[config.mk]
export PLATFORM = sky130hd
export DESIGN_NAME = serial_frame_rx
export DESIGN_NICKNAME = d
export VERILOG_FILES = /design/src/rtl/serial_frame_pkg.sv /design/src/rtl/rx_shift_reg.sv /design/src/rtl/serial_frame_rx.sv
export SDC_FILE = /design/constraint.sdc
export NUM_CORES = 1
export LEC_CHECK = 0
export BUFFER_PORTS_ARGS = -buffer_cell sky130_fd_sc_hd__buf_2
export CAP_MARGIN = 20
export CORE_MARGIN = 2
export CORE_UTILIZATION = 40
export CTS_CLUSTER_SIZE = 14
export DETAILED_ROUTE_END_ITERATION = 16
export GPL_ROUTABILITY_DRIVEN = 1
export HOLD_SLACK_MARGIN = 0.05
export PLACE_DENSITY_LB_ADDON = 0.15
export SETUP_SLACK_MARGIN = 0.05
export SLEW_MARGIN = 20
export SYNTH_ARGS = -nofsm -noshare
export SYNTH_HDL_FRONTEND = slang
export SYNTH_SLANG_ARGS = --single-unit
export TNS_END_PERCENT = 50
[constraint.sdc]
create_clock -name clk -period 3.6 [get_ports clk]
set_clock_uncertainty 0.15 [all_clocks]
set_input_delay 0.18 -clock clk [delete_from_list [all_inputs] [get_ports clk]]
set_output_delay 0.18 -clock clk [all_outputs]
set_load 0.005 [all_outputs]
[src/rtl/serial_frame_pkg.sv]
// Shared types and constants for the serial frame receiver.
// The parity helper returns the parity bit a sender would transmit for the given data.
package serial_frame_pkg;

    typedef enum logic [2:0] {
        ST_IDLE,
        ST_DATA,
        ST_PARITY,
        ST_STOP,
        ST_BREAK
    } rx_state_t;

    localparam logic LINE_IDLE  = 1'b1;
    localparam logic STOP_LEVEL = 1'b1;

    // Even parity is the XOR of all data bits; odd parity is its inverse.
    function automatic logic calc_parity(input logic [63:0] data, input logic odd);
        return (^data) ^ odd;
    endfunction

endpackage

[src/rtl/rx_shift_reg.sv]
// LSB-first data capture for one frame: bit-indexed shift register, bit counter and
// running parity, all driven by enables from the framing FSM.
module rx_shift_reg #(
    parameter int DATA_W = 8
) (
    input  logic              clk,
    input  logic              clr,
    input  logic              i_clear,
    input  logic              i_shift,
    input  logic              i_bit,
    output logic [DATA_W-1:0] o_data,
    output logic              o_parity,
    output logic              o_last
);

    localparam int CNT_W = (DATA_W > 1) ? $clog2(DATA_W) : 1;
    localparam logic [CNT_W-1:0] LAST_CNT = CNT_W'(DATA_W - 1);

    logic [DATA_W-1:0] r_data;
    logic [CNT_W-1:0]  r_cnt;
    logic              r_parity;

    // The counter parks on the last index instead of wrapping; a new start bit clears it.
    always_ff @(posedge clk or posedge clr) begin
        if (clr) begin
            r_data   <= '0;
            r_cnt    <= '0;
            r_parity <= 1'b0;
        end else if (i_clear) begin
            r_data   <= '0;
            r_cnt    <= '0;
            r_parity <= 1'b0;
        end else if (i_shift) begin
            r_data[r_cnt] <= i_bit;
            r_parity      <= r_parity ^ i_bit;
            if (r_cnt != LAST_CNT) begin
                r_cnt <= r_cnt + CNT_W'(1);
            end
        end
    end

    assign o_data   = r_data;
    assign o_parity = r_parity;
    assign o_last   = (r_cnt == LAST_CNT);

endmodule

[src/rtl/serial_frame_rx.sv]
// Serial frame receiver: start/data/parity/stop framing FSM feeding a one-entry
// valid/ready holding register. The line is sampled on the rising edge of clk.
module serial_frame_rx
    import serial_frame_pkg::*;
#(
    parameter int DATA_W     = 8,
    parameter bit PARITY_EN  = 1'b1,
    parameter bit ODD_PARITY = 1'b0
) (
    input  logic              clk,
    input  logic              clr,
    input  logic              din,
    output logic [DATA_W-1:0] dout,
    output logic              dout_valid,
    input  logic              dout_ready,
    output logic              parity_err,
    output logic              frame_err,
    output logic              overrun,
    output logic              busy
);

    rx_state_t r_state;
    rx_state_t w_stateNext;

    logic              w_clear;
    logic              w_shift;
    logic              w_parityCheck;
    logic              w_load;
    logic              w_overrun;
    logic              w_frameErr;
    logic              w_canLoad;
    logic              w_last;
    logic              w_accParity;
    logic [DATA_W-1:0] w_shiftData;

    logic [DATA_W-1:0] r_dout;
    logic              r_doutValid;
    logic              r_parityErr;
    logic              r_parMismatch;
    logic              r_frameErr;
    logic              r_overrun;
    logic              r_busy;

    rx_shift_reg #(
        .DATA_W (DATA_W)
    ) u_shiftReg (
        .clk      (clk),
        .clr      (clr),
        .i_clear  (w_clear),
        .i_shift  (w_shift),
        .i_bit    (din),
        .o_data   (w_shiftData),
        .o_parity (w_accParity),
        .o_last   (w_last)
    );

    // A completed byte may load when the holding register is empty or is being drained this edge.
    assign w_canLoad = !r_doutValid || dout_ready;

    always_ff @(posedge clk or posedge clr) begin
        if (clr) begin
            r_state <= ST_IDLE;
        end else begin
            r_state <= w_stateNext;
        end
    end

    always_comb begin
        w_stateNext   = r_state;
        w_clear       = 1'b0;
        w_shift       = 1'b0;
        w_parityCheck = 1'b0;
        w_load        = 1'b0;
        w_overrun     = 1'b0;
        w_frameErr    = 1'b0;
        unique case (r_state)
            ST_IDLE: begin
                if (din != LINE_IDLE) begin
                    w_clear     = 1'b1;
                    w_stateNext = ST_DATA;
                end
            end
            ST_DATA: begin
                w_shift = 1'b1;
                if (w_last) begin
                    w_stateNext = PARITY_EN ? ST_PARITY : ST_STOP;
                end
            end
            ST_PARITY: begin
                w_parityCheck = 1'b1;
                w_stateNext   = ST_STOP;
            end
            ST_STOP: begin
                if (din == STOP_LEVEL) begin
                    w_load      = w_canLoad;
                    w_overrun   = !w_canLoad;
                    w_stateNext = ST_IDLE;
                end else begin
                    w_frameErr  = 1'b1;
                    w_stateNext = ST_BREAK;
                end
            end
            // A held-low line after a bad stop bit must not be mistaken for a start bit.
            ST_BREAK: begin
                if (din == LINE_IDLE) begin
                    w_stateNext = ST_IDLE;
                end
            end
            default: begin
                w_stateNext = ST_IDLE;
            end
        endcase
    end

    always_ff @(posedge clk or posedge clr) begin
        if (clr) begin
            r_dout        <= '0;
            r_doutValid   <= 1'b0;
            r_parityErr   <= 1'b0;
            r_parMismatch <= 1'b0;
            r_frameErr    <= 1'b0;
            r_overrun     <= 1'b0;
            r_busy        <= 1'b0;
        end else begin
            r_frameErr <= w_frameErr;
            r_overrun  <= w_overrun;
            r_busy     <= (w_stateNext != ST_IDLE);
            if (w_clear) begin
                r_parMismatch <= 1'b0;
            end else if (w_parityCheck) begin
                r_parMismatch <= (din != calc_parity(64'(w_accParity), ODD_PARITY));
            end
            // A load on the same edge as a drain keeps valid high with the new byte.
            if (w_load) begin
                r_dout      <= w_shiftData;
                r_parityErr <= r_parMismatch;
                r_doutValid <= 1'b1;
            end else if (r_doutValid && dout_ready) begin
                r_doutValid <= 1'b0;
            end
        end
    end

    assign dout       = r_dout;
    assign dout_valid = r_doutValid;
    assign parity_err = r_parityErr;
    assign frame_err  = r_frameErr;
    assign overrun    = r_overrun;
    assign busy       = r_busy;

endmodule

==> results of run 1 <==
==> worst register-to-register path, cell delays in order (launching register included) <==
cell and delay [ns]:
dfrtp_1 0.64, nand4b_1 0.22, nor2b_1 0.69, mux2_2 0.41
==> through the flow <==
stage               cell area (um2)  std cells  worst slack, ns  power (mW)    util
floorplan                      1348        118            1.978      0.8257       -
global placement               1438        173            1.428      0.9152  0.4377
detailed placement             1438        173            1.316      0.9239  0.4377
CTS                            1516        184            1.324       1.109  0.4617
global route                   1516        184            1.235       1.203  0.4617
finish                         1516        184            1.382       1.089  0.4617
==> kinds of logic (layout without fill, tap and decap cells) <==
| kind of cell | Yosys count | in the layout | share of synthesized area |
|---|---|---|---|
| AND/OR/NAND/NOR | 45 | 45 | 0.1838 |
| flip-flops | 29 | 29 | 0.5385 |
| multiplexers | 18 | 18 | 0.1421 |
| AO/OA/AOI/OAI | 12 | 12 | 0.06035 |
| buffers and inverters | 10 | 30 | 0.04364 |
| adder cells (fa/ha/maj) | 2 | 2 | 0.01857 |
| XOR/XNOR | 2 | 2 | 0.01300 |
==> how the worst max path moves through the flow <==
stage | startpoint | to | slack (ns) | depth (start not counted)
floorplan | u_shiftReg.r_cnt[1]$_DFFE_PP0P_ | u_shiftReg.r_cnt[0]$_DFFE_PP0P_ | 1.98 | 5
global placement | r_state[1]$_DFF_PP0_ | dout[5]$_DFFE_PP0P_ | 1.43 | 3
detailed placement | r_state[1]$_DFF_PP0_ | dout[5]$_DFFE_PP0P_ | 1.32 | 3
CTS | r_state[1]$_DFF_PP0_ | dout[5]$_DFFE_PP0P_ | 1.32 | 3
global route | r_state[1]$_DFF_PP0_ | dout[4]$_DFFE_PP0P_ | 1.23 | 3
finish | r_state[1]$_DFF_PP0_ | dout[5]$_DFFE_PP0P_ | 1.38 | 3
==> report_power, final <==
part | switching [mW] | leakage [nW] | internal, mW
registers | 0.111 | 0.382 | 0.439
logic | 0.165 | 0.368 | 0.197
clock network | 0.0990 | 0.0265 | 0.0777
total | 0.375 | 0.777 | 0.714
==> registers in the layout, indices dropped and copies added (netlist names) <==
register             cells
busy                     1
u_shiftReg.r_cnt         3
frame_err                1
overrun                  1
u_shiftReg.o_data        8
dout                     8
r_state                  3
u_shiftReg.o_parity      1
parity_err               1
r_parMismatch            1
dout_valid               1
==> final cells by class <==
cell class                      count  area [um2]  area share
Inverter                            3       11.26    0.007426
Timing Repair Buffer               19       110.1     0.07261
Multi-Input combinational cell     79       563.0      0.3713
Sequential cell                    29       725.7      0.4785
Tap cell                           46       57.56     0.03795
Clock buffer                        8       48.80     0.03218
==> layout by cell type, fill, tap and decap left out, drive strengths merged <==
cell | synthesis | routed
nor2b | 2 | 2
nand3b | 3 | 3
nor4b | 3 | 3
nand2b | 3 | 3
nor2 | 9 | 9
ha | 2 | 2
nand4 | 2 | 2
and4bb | 1 | 1
a21oi | 6 | 6
nor3b | 1 | 1
or4 | 1 | 1
buf | 5 | 16
nand2 | 15 | 15
inv | 2 | 2
clkinv | 1 | 1
a32o | 1 | 1
nor3 | 1 | 1
a22oi | 2 | 2
nand3 | 1 | 1
mux2 | 9 | 9
nand4b | 1 | 1
clkbuf | 2 | 8
and3b | 1 | 1
and2 | 1 | 1
dfrtp | 29 | 29
mux2i | 9 | 9
dlygate4sd3 | 0 | 3
xor2 | 2 | 2
o2bb2ai | 3 | 3
==> layer usage <==
layer	global-route usage	up-vias	share of wire
met5	0	-	0
met4	0.06383	0	0.015
li1	-	453	-
met3	0.04969	4	0.037
met2	0.2009	17	0.45
met1	0.1899	420	0.50
==> summary.txt, run 1 <==
Status
  – Status: complete, no violations

Job
  – Max-cap violation count: 0

CTS
  – Max H-tree Level: 2
  – Resize count post-CTS: 0
  – Clk root buf: clkbuf_4
  – Num CTS Buffers: 5
  – Clock transition at path regs: around 0.09 ns
  – Clk buf depth: 2
  – Clk Latency, worst-skew pair: between 0.3 and 0.4 ns
  – Post-CTS Setup Repair Bufs: 0
  – TritonCTS clock tree: done
  – Clock Sinks: 29
  – # hold bufs at CTS: 3

Route
  – Post-route ant nets: 0
  – Initial drt markers: 25
  – Routed wire per std cell: 12.44 um
  – First drt pass iteration count: 4
  – Total wire length: 2289 um
  – Via count: 894
  – # DRC: 0
  – Vias/cell: just under 5

STA
  – Worst hold margin: 0.3245 ns
  – Setup TNS: 0 ns
  – Final Cycle Share: 0.6162
  – Unrepaired setup endpoints after global routing: no
  – Least-Margin Pin Slew: between 0.8 and 0.9 ns
  – Final setup viols: 0
  – Slew Limit Fails: 0
  – Max-Slew Margin vs Limit: 0.4497
  – Shortest period the worst path allows: 2.218 ns
  – Hold Fails Final Rpt: 0
  – Max Fclk: approximately 450 MHz

Worst setup path
  – Worst Path Arrival: 2.26 ns
  – Critical-path top delay cell: nor2b_1
  – CP bufs+invs: 0
  – Worst EP required: roughly 3.6 ns
  – Setup slack, reg-to-reg: 1.38 ns
  – Startpoint Class: register
  – Top delay family on crit path: simple AND/OR/NAND/NOR gates
  – Reg-to-reg endpoint: dout[5]$_DFFE_PP0P_
  – Worst setup EP type: register
  – Worst R2R Start: r_state[1]$_DFF_PP0_
  – Max incr delay on CP: 0.69 ns
  – Critical Path Fanout Max: 16
  – Worst R2R Path Depth: 3
  – Setup CP Type: reg2reg
  – CP Cell Sequence: nand4b_1, nor2b_1, mux2_2

Yosys
  – Synth Warn #: 0
  – Area leader, netlist: dfrtp_1
  – Cell with the most instances after synthesis: dfrtp_1
  – Mapped Cells: 118
  – Post-synth EDFFs: 0
  – Commonest cells in the netlist: dfrtp_1 (29), nand2_1 (15), mux2_2 (9), mux2i_1 (9), nor2_1 (9)
  – Unique masters post-synth: 30
  – Synth Cell Area: 1348 um2
  – Synth area leaders: dfrtp_1 (54%), mux2_2 (7.5%), mux2i_1 (6.7%), nand2_1 (4.2%), nor2_1 (2.5%)
  – FFs w/ async S/R, synth: 1.000
  – Share of the synthesized area in the top cell type: 0.5385
  – Seq cells post-synth: 29
  – Syn Area/Cell: 11.42 um2
  – Mapped Nets: about 120
  – Main synth FF type: dfrtp_1
  – Register area share after synthesis: 0.5385

Floorplanning
  – Die ar.: 3849 um2
  – Die H: between 60 and 70 um
  – I/O Pins: 17
  – Initial Util: 0.4103
  – Core area: 3284 um2
  – Row cnt: 21
  – Die width: just over 60 um

Pwr
  – Leak: 0.7765 nW
  – Peak supply drop: 0.3244 mV
  – Pwr dens: 718.1 nW/um2

Global route
  – Total GRT Usage: 0.1403
  – First-pass GRT wire length: 3829 um
  – Largest net degree at the start of global routing: 30
  – Number of global-route vias before repair: 835
  – GRT overflow: 0
  – Initial antenna violation count: 0

Finish
  – Layout cells sized above 1: 0.2391
  – Nets: 143
  – Antenna diodes: 0
  – Area delta synth->final: 12.53%
  – Fillers: 326

Placement
  – I/O Buffers: 16
  – DP Wirelength: 1548 um
  – Placer Congestion: between 0.8 and 0.9

Worst hold path
  – Path type of the worst min-delay path: in2async
Note: power is estimated with default switching activity, not from simulation.
==> run 2, diff against run 1 <==
--- a/config.mk
+++ b/config.mk
@@ -5,6 +5,7 @@
 export SDC_FILE = /design/constraint.sdc
 export NUM_CORES = 1
 export LEC_CHECK = 0
+export ABC_AREA = 1
 export BUFFER_PORTS_ARGS = -buffer_cell sky130_fd_sc_hd__buf_2
 export CAP_MARGIN = 20
 export CORE_MARGIN = 2
==> constraint.sdc (replaced) <==
create_clock -name clk -period 2.2 [get_ports clk]
set_clock_uncertainty 0.15 [all_clocks]
set_input_delay 0.11 -clock clk [delete_from_list [all_inputs] [get_ports clk]]
set_output_delay 0.11 -clock clk [all_outputs]
set_load 0.005 [all_outputs]
==> run 2 against run 1 <==
  * Worst hold slack worse by 0.095 ns
  * Critical path type unchanged
  * Clock power is 110% higher
  * Largest cell class unchanged
  * Routed wire length is 0.87% higher
  * Highest routed layer unchanged
  * Critical path depth is 3 higher
==> summary.txt, run 2 <==
CTS
  – Clk Latency, worst-skew pair: 0.33 ns (was 0.31 ns)
  – Max H-tree Level: 2 (unchanged)
  – Resize count post-CTS: 0 (unchanged)
  – # hold bufs at CTS: 4 (was 3)
  – Clock Sinks: 29 (unchanged)
  – Post-CTS Setup Repair Bufs: 0 (unchanged)
  – Clk root buf: clkbuf_4 (unchanged)
  – Num CTS Buffers: 5 (unchanged)
  – TritonCTS clock tree: done (unchanged)
  – Clk buf depth: 2 (unchanged)
  – Clock transition at path regs: 0.10 ns (was 0.09 ns)

Finish
  – Most frequent cells in the layout: nand2_1 (72), dfrtp_1 (29), nor2_1 (19), nand3_1 (16), buf_2 (16) (was dfrtp_1 (29), buf_2 (16), nand2_1 (15))
  – Finished Cell Area: 1593 um2 (was 1516 um2)
  – Layout cells sized above 1: 0.1735 (was 0.2391)
  – Antenna diodes: 0 (unchanged)
  – Nets: 201 (was 143)
  – Commonest non-fill, non-tap cell in the layout: nand2_1 (was dfrtp_1)
  – Area delta synth->final: 15.73% (was 12.53%)

Global route
  – Initial antenna violation count: 0 (unchanged)
  – First-pass GRT wire length: 4264 um (was 3829 um)
  – Total GRT Usage: 0.1391 (was 0.1403)
  – Number of global-route vias before repair: 1028 (was 835)
  – Largest net degree at the start of global routing: 30 (unchanged)
  – GRT overflow: 0 (unchanged)

Placement
  – I/O Buffers: 16 (unchanged)
  – DP Wirelength: 1658 um (was 1548 um)
  – Placed Area: 1483 um2 (was 1438 um2)
  – Placer Congestion: 0.7925 (was 0.8414)

Yosys
  – Area leader, netlist: dfrtp_1 (unchanged)
  – Cell with the most instances after synthesis: nand2_1 (was dfrtp_1)
  – Mapped Nets: 177 (was 124)
  – Mapped Cells: 171 (was 118)
  – Syn Area/Cell: 8.049 um2 (was 11.42 um2)
  – Unique masters post-synth: 19 (was 30)
  – Commonest cells in the netlist: nand2_1 (72), dfrtp_1 (29), nor2_1 (19) (was dfrtp_1 (29), nand2_1 (15), mux2_2 (9), mux2i_1 (9), nor2_1 (9))
  – Share of the synthesized area in the top cell type: 0.5273 (was 0.5385)
  – Seq cells post-synth: 29 (unchanged)
  – Synth Cell Area: 1376 um2 (was 1348 um2)
  – Register area share after synthesis: 0.5273 (was 0.5385)
  – Synth area leaders: dfrtp_1 (53%), nand2_1 (20%), nand3_1 (5.8%), nor2_1 (5.2%), inv_1 (3.3%) (was dfrtp_1 (54%), mux2_2 (7.5%), mux2i_1 (6.7%), nand2_1 (4.2%), nor2_1 (2.5%))
  – Post-synth EDFFs: 0 (unchanged)
  – Main synth FF type: dfrtp_1 (unchanged)
  – Synth Warn #: 0 (unchanged)
  – FFs w/ async S/R, synth: 1.000 (unchanged)

Worst setup path
  – Worst Path Arrival: 1.77 ns (was 2.26 ns)
  – Worst setup EP type: register (unchanged)
  – CP Cell Sequence: inv_2, nand3_2, inv_1, nand2_1, nor2_1, dlygate4sd3_1 (was nand4b_1, nor2b_1, mux2_2)
  – Critical-path top delay cell: dlygate4sd3_1 (was nor2b_1)
  – Startpoint Class: register (unchanged)
  – Worst EP required: 2.32 ns (was 3.64 ns)
  – Setup CP Type: reg2reg (unchanged)
  – Max incr delay on CP: 0.54 ns (was 0.69 ns)
  – Critical Path Fanout Max: 6 (was 16)

Pwr
  – Leak: 0.9224 nW (was 0.7765 nW)
  – Pwr dens: 1318 nW/um2 (was 718.1 nW/um2)
  – Peak supply drop: 0.5931 mV (was 0.3244 mV)

STA
  – Shortest period the worst path allows: 1.651 ns (was 2.218 ns)
  – Max Fclk: 605.6 MHz (was 450.8 MHz)
  – Final Cycle Share: 0.7505 (was 0.6162)
  – Final setup viols: 0 (unchanged)
  – Unrepaired setup endpoints after global routing: no (unchanged)
  – Max-Slew Margin vs Limit: 0.7681 (was 0.4497)
  – Slew Limit Fails: 0 (unchanged)
  – Hold Fails Final Rpt: 0 (unchanged)
  – Setup TNS: 0 ns (unchanged)
  – Least-Margin Pin Slew: 0.3478 ns (was 0.8237 ns)

Floorplanning
  – Row cnt: 21 (unchanged)
  – Die width: 62.66 um (was 62.04 um)
  – Initial Util: 0.4157 (was 0.4103)
  – Die ar.: 3926 um2 (was 3849 um2)
  – I/O Pins: 17 (unchanged)
  – Core area: 3311 um2 (was 3284 um2)
  – Die H: 62.66 um (was 62.04 um)

Job
  – Max-cap violation count: 0 (unchanged)

Route
  – Total wire length: 2309 um (was 2289 um)
  – Post-route ant nets: 0 (unchanged)
  – Vias/cell: 4.442 (was 4.859)
  – Routed wire per std cell: 9.541 um (was 12.44 um)
  – First drt pass iteration count: 4 (unchanged)
  – # DRC: 0 (unchanged)
  – Initial drt markers: 29 (was 25)
  – Via count: 1075 (was 894)

Worst hold path
  – Path type of the worst min-delay path: in2async (unchanged)

Status
  – Status: complete, no violations (unchanged)
-- run 2: changes by cell type in the layout (fill, tap and decap cells not counted), moves of 4 or more --
cell	delta
nor2_1	+10
o21ai_0	+4
nand2_1	+57
mux2i_1	-9
a21oi_1	-6
inv_1	+11
nand3_1	+15
mux2_2	-9
-- run 2: power breakdown --
group | switching [mW] | leakage (nW) | internal [mW] | total, mW
combinational | 0.519 | 0.495 | 0.310 | 0.830
clock | 0.184 | 0.0413 | 0.185 | 0.369
sequential | 0.161 | 0.387 | 0.740 | 0.901
total | 0.864 | 0.922 | 1.24 | 2.10
-- run 2: logic make-up (layout without fill, tap and decap cells) --
| logic type | count (synthesis) | after routing | share of synthesized area |
|---|---|---|---|
| fa+ha+maj | 2 | 2 | 0.01818 |
| simple gates | 114 | 114 | 0.3555 |
| flops | 29 | 29 | 0.5273 |
| buf+inv | 19 | 44 | 0.06908 |
| compound gates | 6 | 6 | 0.02364 |
| xor+xnor | 1 | 1 | 0.006365 |
-- run 2: worst max-delay path: cells and delay by family (launching register included) --
kind                   cells  cell delay [ns]
buffers and inverters      3             0.75
flip-flops                 1             0.39
AND/OR/NAND/NOR            3             0.30
-- run 2: metrics by stage --
step	utilization	total power, mW	setup slack, ns	std cells	hold slack [ns]
6_report	0.4811	2.099	0.5489	242	0.2300
5_1_grt	0.4811	2.322	0.4360	242	0.2831
4_1_cts	0.4811	2.131	0.5612	242	0.2285
3_5_place_dp	0.4478	1.752	0.6557	230	0.04432
3_3_place_gp	0.4478	1.720	0.7079	230	0.03812
2_1_floorplan	-	1.579	0.8017	171	0.03811
-- run 2: layout make-up --
| cell class | instances | area, um2 |
|---|---|---|
| fillers | 331 | 1718 |
| flip-flops and latches | 29 | 725.7 |
| multi-input cells | 123 | 555.5 |
| repair buffers | 21 | 127.6 |
| clock buffers | 7 | 65.06 |
| well taps | 46 | 57.56 |
| inverters | 15 | 56.30 |
| clock inverters | 1 | 5.005 |
-- run 2: path summary, 6_finish.rpt --
kind	from	endpoint	slack (ns)	cells past startpoint
min in group clk	dout[5]$_DFFE_PP0P_	dout[5]$_DFFE_PP0P_	0.32	2
hold reg to reg	dout[5]$_DFFE_PP0P_	dout[5]$_DFFE_PP0P_	0.32	2
setup reg to reg	r_state[2]$_DFF_PP0_	overrun$_DFF_PP0_	0.55	6
hold / removal	clr	u_shiftReg.o_data[7]$_DFFE_PP0P_	0.23	4
setup / recovery	r_state[2]$_DFF_PP0_	overrun$_DFF_PP0_	0.55	6
max in group asynchronous	clr	dout[6]$_DFFE_PP0P_	1.41	4
-- run 2: metal layers --
layer | vias to the layer above | track usage | routed length (um)
li1 | 579 | - | -
met1 | 474 | 0.1692 | 1136
met2 | 16 | 0.2177 | 1021
met3 | 6 | 0.05766 | 106
met4 | 0 | 0.05833 | 44
met5 | - | 0 | 0
